==> config.mk <==
export PLATFORM = sky130hd
export DESIGN_NAME = cpu_instruction_fetch
export DESIGN_NICKNAME = d
export VERILOG_FILES = /design/src/rtl/cpu_instruction_fetch.sv
export SDC_FILE = /design/constraint.sdc
export NUM_CORES = 1
export LEC_CHECK = 0
export ABC_AREA = 1
export CORE_ASPECT_RATIO = 1.2
export CORE_MARGIN = 8
export CORE_UTILIZATION = 45
export DETAILED_ROUTE_END_ITERATION = 8
export PLACE_DENSITY_LB_ADDON = 0.05
export SLEW_MARGIN = 10
export SYNTH_ARGS = -nofsm -noshare
export SYNTH_HDL_FRONTEND = slang
export SYNTH_SLANG_ARGS = --single-unit
==> constraint.sdc <==
create_clock -name clock -period 5.5 [get_ports clock]
set_input_delay 1.1 -clock clock [delete_from_list [all_inputs] [get_ports clock]]
set_output_delay 1.1 -clock clock [all_outputs]
set_load 0.02 [all_outputs]
==> src/rtl/cpu_instruction_fetch.sv <==
// Instruction fetch stage: holds the PC, reads instruction memory, presents {pc, instr} to decode.
// Latency: request registered one cycle after entering S_REQ; mem_ready at edge N -> output_valid after edge N.
// Backpressure: output_full holds the presented instruction stable; no new request is issued until transfer.
module cpu_instruction_fetch #(
  parameter logic [31:0] RESET_PC = 32'h0000_0000,
  parameter logic [31:0] PC_STEP  = 32'd4
) (
  input  logic        clock,
  input  logic        reset,
  output logic [31:0] mem_address,
  output logic        mem_read,
  input  logic [31:0] mem_rdata,
  input  logic        mem_ready,
  input  logic        branch_valid,
  input  logic [31:0] branch_target,
  output logic [31:0] output_address,
  output logic [31:0] output_instruction,
  output logic        output_valid,
  input  logic        output_full,
  output logic        fetch_fault,
  output logic [31:0] fetch_count
);

  typedef enum logic [1:0] {
    S_REQ  = 2'd0,
    S_HOLD = 2'd1,
    S_HALT = 2'd2
  } state_t;

  state_t      r_state;
  logic [31:0] r_pc;
  logic [31:0] r_mem_address;
  logic        r_mem_read;
  logic [31:0] r_out_address;
  logic [31:0] r_out_instruction;
  logic        r_out_valid;
  logic        r_fault;
  logic [31:0] r_count;

  logic        w_transfer;
  logic        w_response;
  logic        w_misaligned;
  logic [31:0] w_pc_next;

  // A transfer happens whenever a held instruction meets a non-busy decode stage.
  assign w_transfer   = r_out_valid & ~output_full;
  // Memory responses only count while a request is actually outstanding.
  assign w_response   = r_mem_read & mem_ready;
  assign w_misaligned = (branch_target[1:0] != 2'b00);
  assign w_pc_next    = r_pc + PC_STEP;

  // Fetch state machine: request, hold for decode, or halt on a misaligned redirect.
  always_ff @(posedge clock or posedge reset) begin
    if (reset) begin
      r_state           <= S_REQ;
      r_pc              <= RESET_PC;
      r_mem_address     <= 32'h0;
      r_mem_read        <= 1'b0;
      r_out_address     <= 32'h0;
      r_out_instruction <= 32'h0;
      r_out_valid       <= 1'b0;
      r_fault           <= 1'b0;
      r_count           <= 32'h0;
    end else begin
      // Transfers complete even when a redirect lands in the same cycle.
      if (w_transfer) begin
        r_count <= r_count + 32'd1;
      end

      if (r_state != S_HALT && branch_valid) begin
        // Redirect wins over everything: squash held data and drop any in-flight response.
        r_out_valid <= 1'b0;
        if (w_misaligned) begin
          r_fault    <= 1'b1;
          r_mem_read <= 1'b0;
          r_state    <= S_HALT;
        end else begin
          r_pc          <= branch_target;
          r_mem_read    <= 1'b1;
          r_mem_address <= branch_target;
          r_state       <= S_REQ;
        end
      end else begin
        case (r_state)
          S_REQ: begin
            if (w_response) begin
              r_out_instruction <= mem_rdata;
              r_out_address     <= r_pc;
              r_out_valid       <= 1'b1;
              r_mem_read        <= 1'b0;
              r_state           <= S_HOLD;
            end else begin
              r_mem_read    <= 1'b1;
              r_mem_address <= r_pc;
            end
          end
          S_HOLD: begin
            if (w_transfer) begin
              r_out_valid   <= 1'b0;
              r_pc          <= w_pc_next;
              r_mem_read    <= 1'b1;
              r_mem_address <= w_pc_next;
              r_state       <= S_REQ;
            end
          end
          S_HALT: begin
            r_mem_read  <= 1'b0;
            r_out_valid <= 1'b0;
            r_fault     <= 1'b1;
          end
          default: begin
            r_state <= S_HALT;
          end
        endcase
      end
    end
  end

  assign mem_address        = r_mem_address;
  assign mem_read           = r_mem_read;
  assign output_address     = r_out_address;
  assign output_instruction = r_out_instruction;
  assign output_valid       = r_out_valid;
  assign fetch_fault        = r_fault;
  assign fetch_count        = r_count;

endmodule

==> results.cfg <==
[outcome]
status = completed

[synth]
ys.warnings.count = 0
synth_top_cell_by_area = dfrtp_1
ys_seq_area_frac = 0.497
netlist_area_um2 = 8310
synth_edf_count = 0
ys.flop_type = dfrtp_1
syn_avg_cell_area_um2 = 8.22
netlist_instances = 1011
yosysTopAreaCellShare = 0.497
synth.distinct_cells = 38
ys_seq_elements = 165
synth-async-reset-ratio = 1.00
synth.top_cells.by_area = dfrtp_1 (50%), nand2_1 (11%), nor2_1 (6.8%), o21ai_0 (4.5%), mux2_2 (4.3%)
postSynthNetCount = 1086

[grt]
grt_pass1_vias = 7104
grt_pass1_wl_um = 37100
antenna_found_initial = 0
track_usage = 0.201
grt_max_degree = 166
gr-total-overflow = 0

[clocking]
clk_pin_slew_ps = 60
clock-root-buffer = clkbuf_16
cts-resized-gates = 0
cts_buffer_depth = 2
h-tree-depth = 4
cts.sinks = 165
worst_skew_pair.late_latency_ps = 430
cts_buffers = 17
cts_hold_buf = 0
cts_setup_buffers = 0
cts_tree = built

[power_and_ir_drop]
p_leak_nw = 4.98
ir_drop_uv = 249
power-per-cell-area_nw_per_um2 = 548

[die]
coreArea_um2 = 18200
die_h_um = 165
placementRows = 54
pin_count = 200
die_x_um = 140
dieArea_um2 = 23100
start_util = 0.457

[final_layout]
drive_above_1_share = 0.0804
area_growth_pct = 32.3
nNetsFinal = 1269
fin_area_um2 = 11000
antenna_cells = 0

[setup_path]
cp.arrival_ps = 3810
r2r_setup_slack_ps = 2170
critPathLaunchType = input pin
path_class = input pin to register
cp.required_ps = 5770
reg2reg_depth = 7
end_kind = register
crit_path_max_fanout = 51

[timing]
finalClockSkew_ps = 10.3
setup_viol = 0
tightest_slew_ps = 999
max_slew_margin = 0.333
period_minus_slack_ps = 3540
hold_viol_final = 0
drv_slew = 0
rsz0062_at_grt = no
tns_ps = 0
max_freq_ghz = 0.282
min_period_over_period = 0.644

[drt]
wl_per_cell_um = 16.1
vias = 7246
drtIter0Drc = 407
drc = 0
viasPerCell = 5.06
antenna_left = 0
firstDrtPassIters = 4
totalWireLength_um = 23000

[min_path]
min_path_cells = 2
min_path_type = register to register

[placed_design]
gp_congestion = 0.824
dpl_cell_area_um2 = 10400
portBuffers = 199
hpwlAfterDp_um = 16100

[flow_run]
drv_cap = 0
[kinds of logic (layout without fill, tap and decap cells)]
logic type,count (synthesis),in the layout,synth area share
flip-flops,165,165,0.497
multiplexers,32,32,0.0434
AO/OA/AOI/OAI,176,176,0.117
XOR/XNOR,36,36,0.0380
buffers and inverters,131,327,0.0649
adder cells (fa/ha/maj),6,6,0.00904
AND/OR/NAND/NOR,465,465,0.230
[per-layer routing]
layer,share of wire,wire (um),vias to the layer above,global-route usage
li1,-,-,3612,-
met2,0.47,10900,189,0.337
met3,0.041,953,21,0.0445
met5,0,0,-,0
met1,0.47,10900,3424,0.259
met4,0.011,262,0,0.0519
[cell usage in the layout, fill, tap and decap left out, types with 2 or more instances in the layout]
| cell type | netlist | routed |
|---|---|---|
| a22oi_1 | 13 | 13 |
| nand3_1 | 39 | 39 |
| nor2_1 | 150 | 150 |
| a21boi_1 | 3 | 3 |
| dfrtp_1 | 165 | 165 |
| xnor2_1 | 12 | 12 |
| ha_1 | 6 | 6 |
| clkinv_2 | 0 | 2 |
| clkinvlp_4 | 0 | 8 |
| o21ai_4 | 2 | 3 |
| o21ai_0 | 74 | 74 |
| clkbuf_16 | 0 | 17 |
| mux2_2 | 32 | 32 |
| a21oi_1 | 68 | 68 |
| nand4_1 | 9 | 9 |
| nor2_2 | 10 | 9 |
| clkdlybuf4s50_1 | 0 | 199 |
| nor2_4 | 1 | 2 |
| inv_2 | 6 | 6 |
| nor3_1 | 4 | 4 |
| inv_6 | 0 | 3 |
| nand2_2 | 2 | 2 |
| xor2_1 | 24 | 24 |
| buf_4 | 5 | 3 |
| inv_1 | 85 | 84 |
| a21oi_2 | 3 | 3 |
| nand3_2 | 2 | 2 |
| nand2_1 | 244 | 244 |
| a31oi_1 | 7 | 7 |
| a21boi_0 | 2 | 2 |
[critical path, stage by stage]
cell and delay, ps:
clkdlybuf4s50_1 500, nand2_2 70, inv_2 700, nand2_2 180
o21ai_4 160, nor2_1 120, nor2_4 770, a31oi_1 180
[cell usage after synthesis, types with 2 or more instances]
| master | instances |
|---|---|
| xor2_1 | 24 |
| o21ai_0 | 74 |
| inv_2 | 6 |
| nand2_2 | 2 |
| mux2_2 | 32 |
| inv_1 | 85 |
| nand3_1 | 39 |
| nor3_1 | 4 |
| nor2_1 | 150 |
| a21boi_1 | 3 |
| o21ai_4 | 2 |
| a21oi_2 | 3 |
| nand4_1 | 9 |
| xnor2_1 | 12 |
| buf_4 | 5 |
| nor2_2 | 10 |
| buf_1 | 4 |
| buf_6 | 2 |
| nand3_2 | 2 |
| ha_1 | 6 |
| clkbuf_1 | 17 |
| a21oi_1 | 68 |
| a21boi_0 | 2 |
| a22oi_1 | 13 |
| buf_2 | 11 |
| a31oi_1 | 7 |
| nand2_1 | 244 |
| dfrtp_1 | 165 |
[registers in the layout, indices dropped and copies added, names as in the netlist]
| register | flops |
|---|---|
| output_instruction | 32 |
| fetch_fault | 1 |
| r_state | 2 |
| output_valid | 1 |
| mem_address | 32 |
| r_pc | 32 |
| mem_read | 1 |
| fetch_count | 32 |
| output_address | 32 |
[where the power goes]
group	leakage [nW]	total [W]	switching [W]	internal, W
sequential	2.02	0.00202	0.000323	0.00170
combinational	2.71	0.00289	0.00166	0.00123
clock	0.246	0.00111	0.000517	0.000594
[area by class of cell]
class / count / area [um2]
Fill cell: 1636 / 7190
Sequential cell: 165 / 4130
Multi-Input combinational cell: 715 / 3650
Timing Repair Buffer: 203 / 2030
Clock buffer: 19 / 443
Inverter: 92 / 349
Tap cell: 224 / 280
Clock inverter: 13 / 100
[final timing paths]
check,from,to
setup / recovery,branch_valid,mem_address[6]
hold / removal,output_address[27],output_address[27]
setup reg to reg,r_state[1],mem_address[6]
hold reg to reg,output_address[27],output_address[27]
max in group asynchronous,reset,r_pc[10]
min in group asynchronous,reset,fetch_count[4]
[stage by stage]
step	setup WS [ps]	util	power, W	hold WS [ps]	std cells
finish	1960	0.605	0.00602	483	1431
global route	1730	0.605	0.00645	512	1431
CTS	1920	0.605	0.00609	488	1431
detailed placement	1470	0.575	0.00495	466	1399
global placement	1580	0.575	0.00490	467	1399
floorplan	2300	-	0.00378	483	1011
No activity file was read; power rests on OpenSTA's default activity.
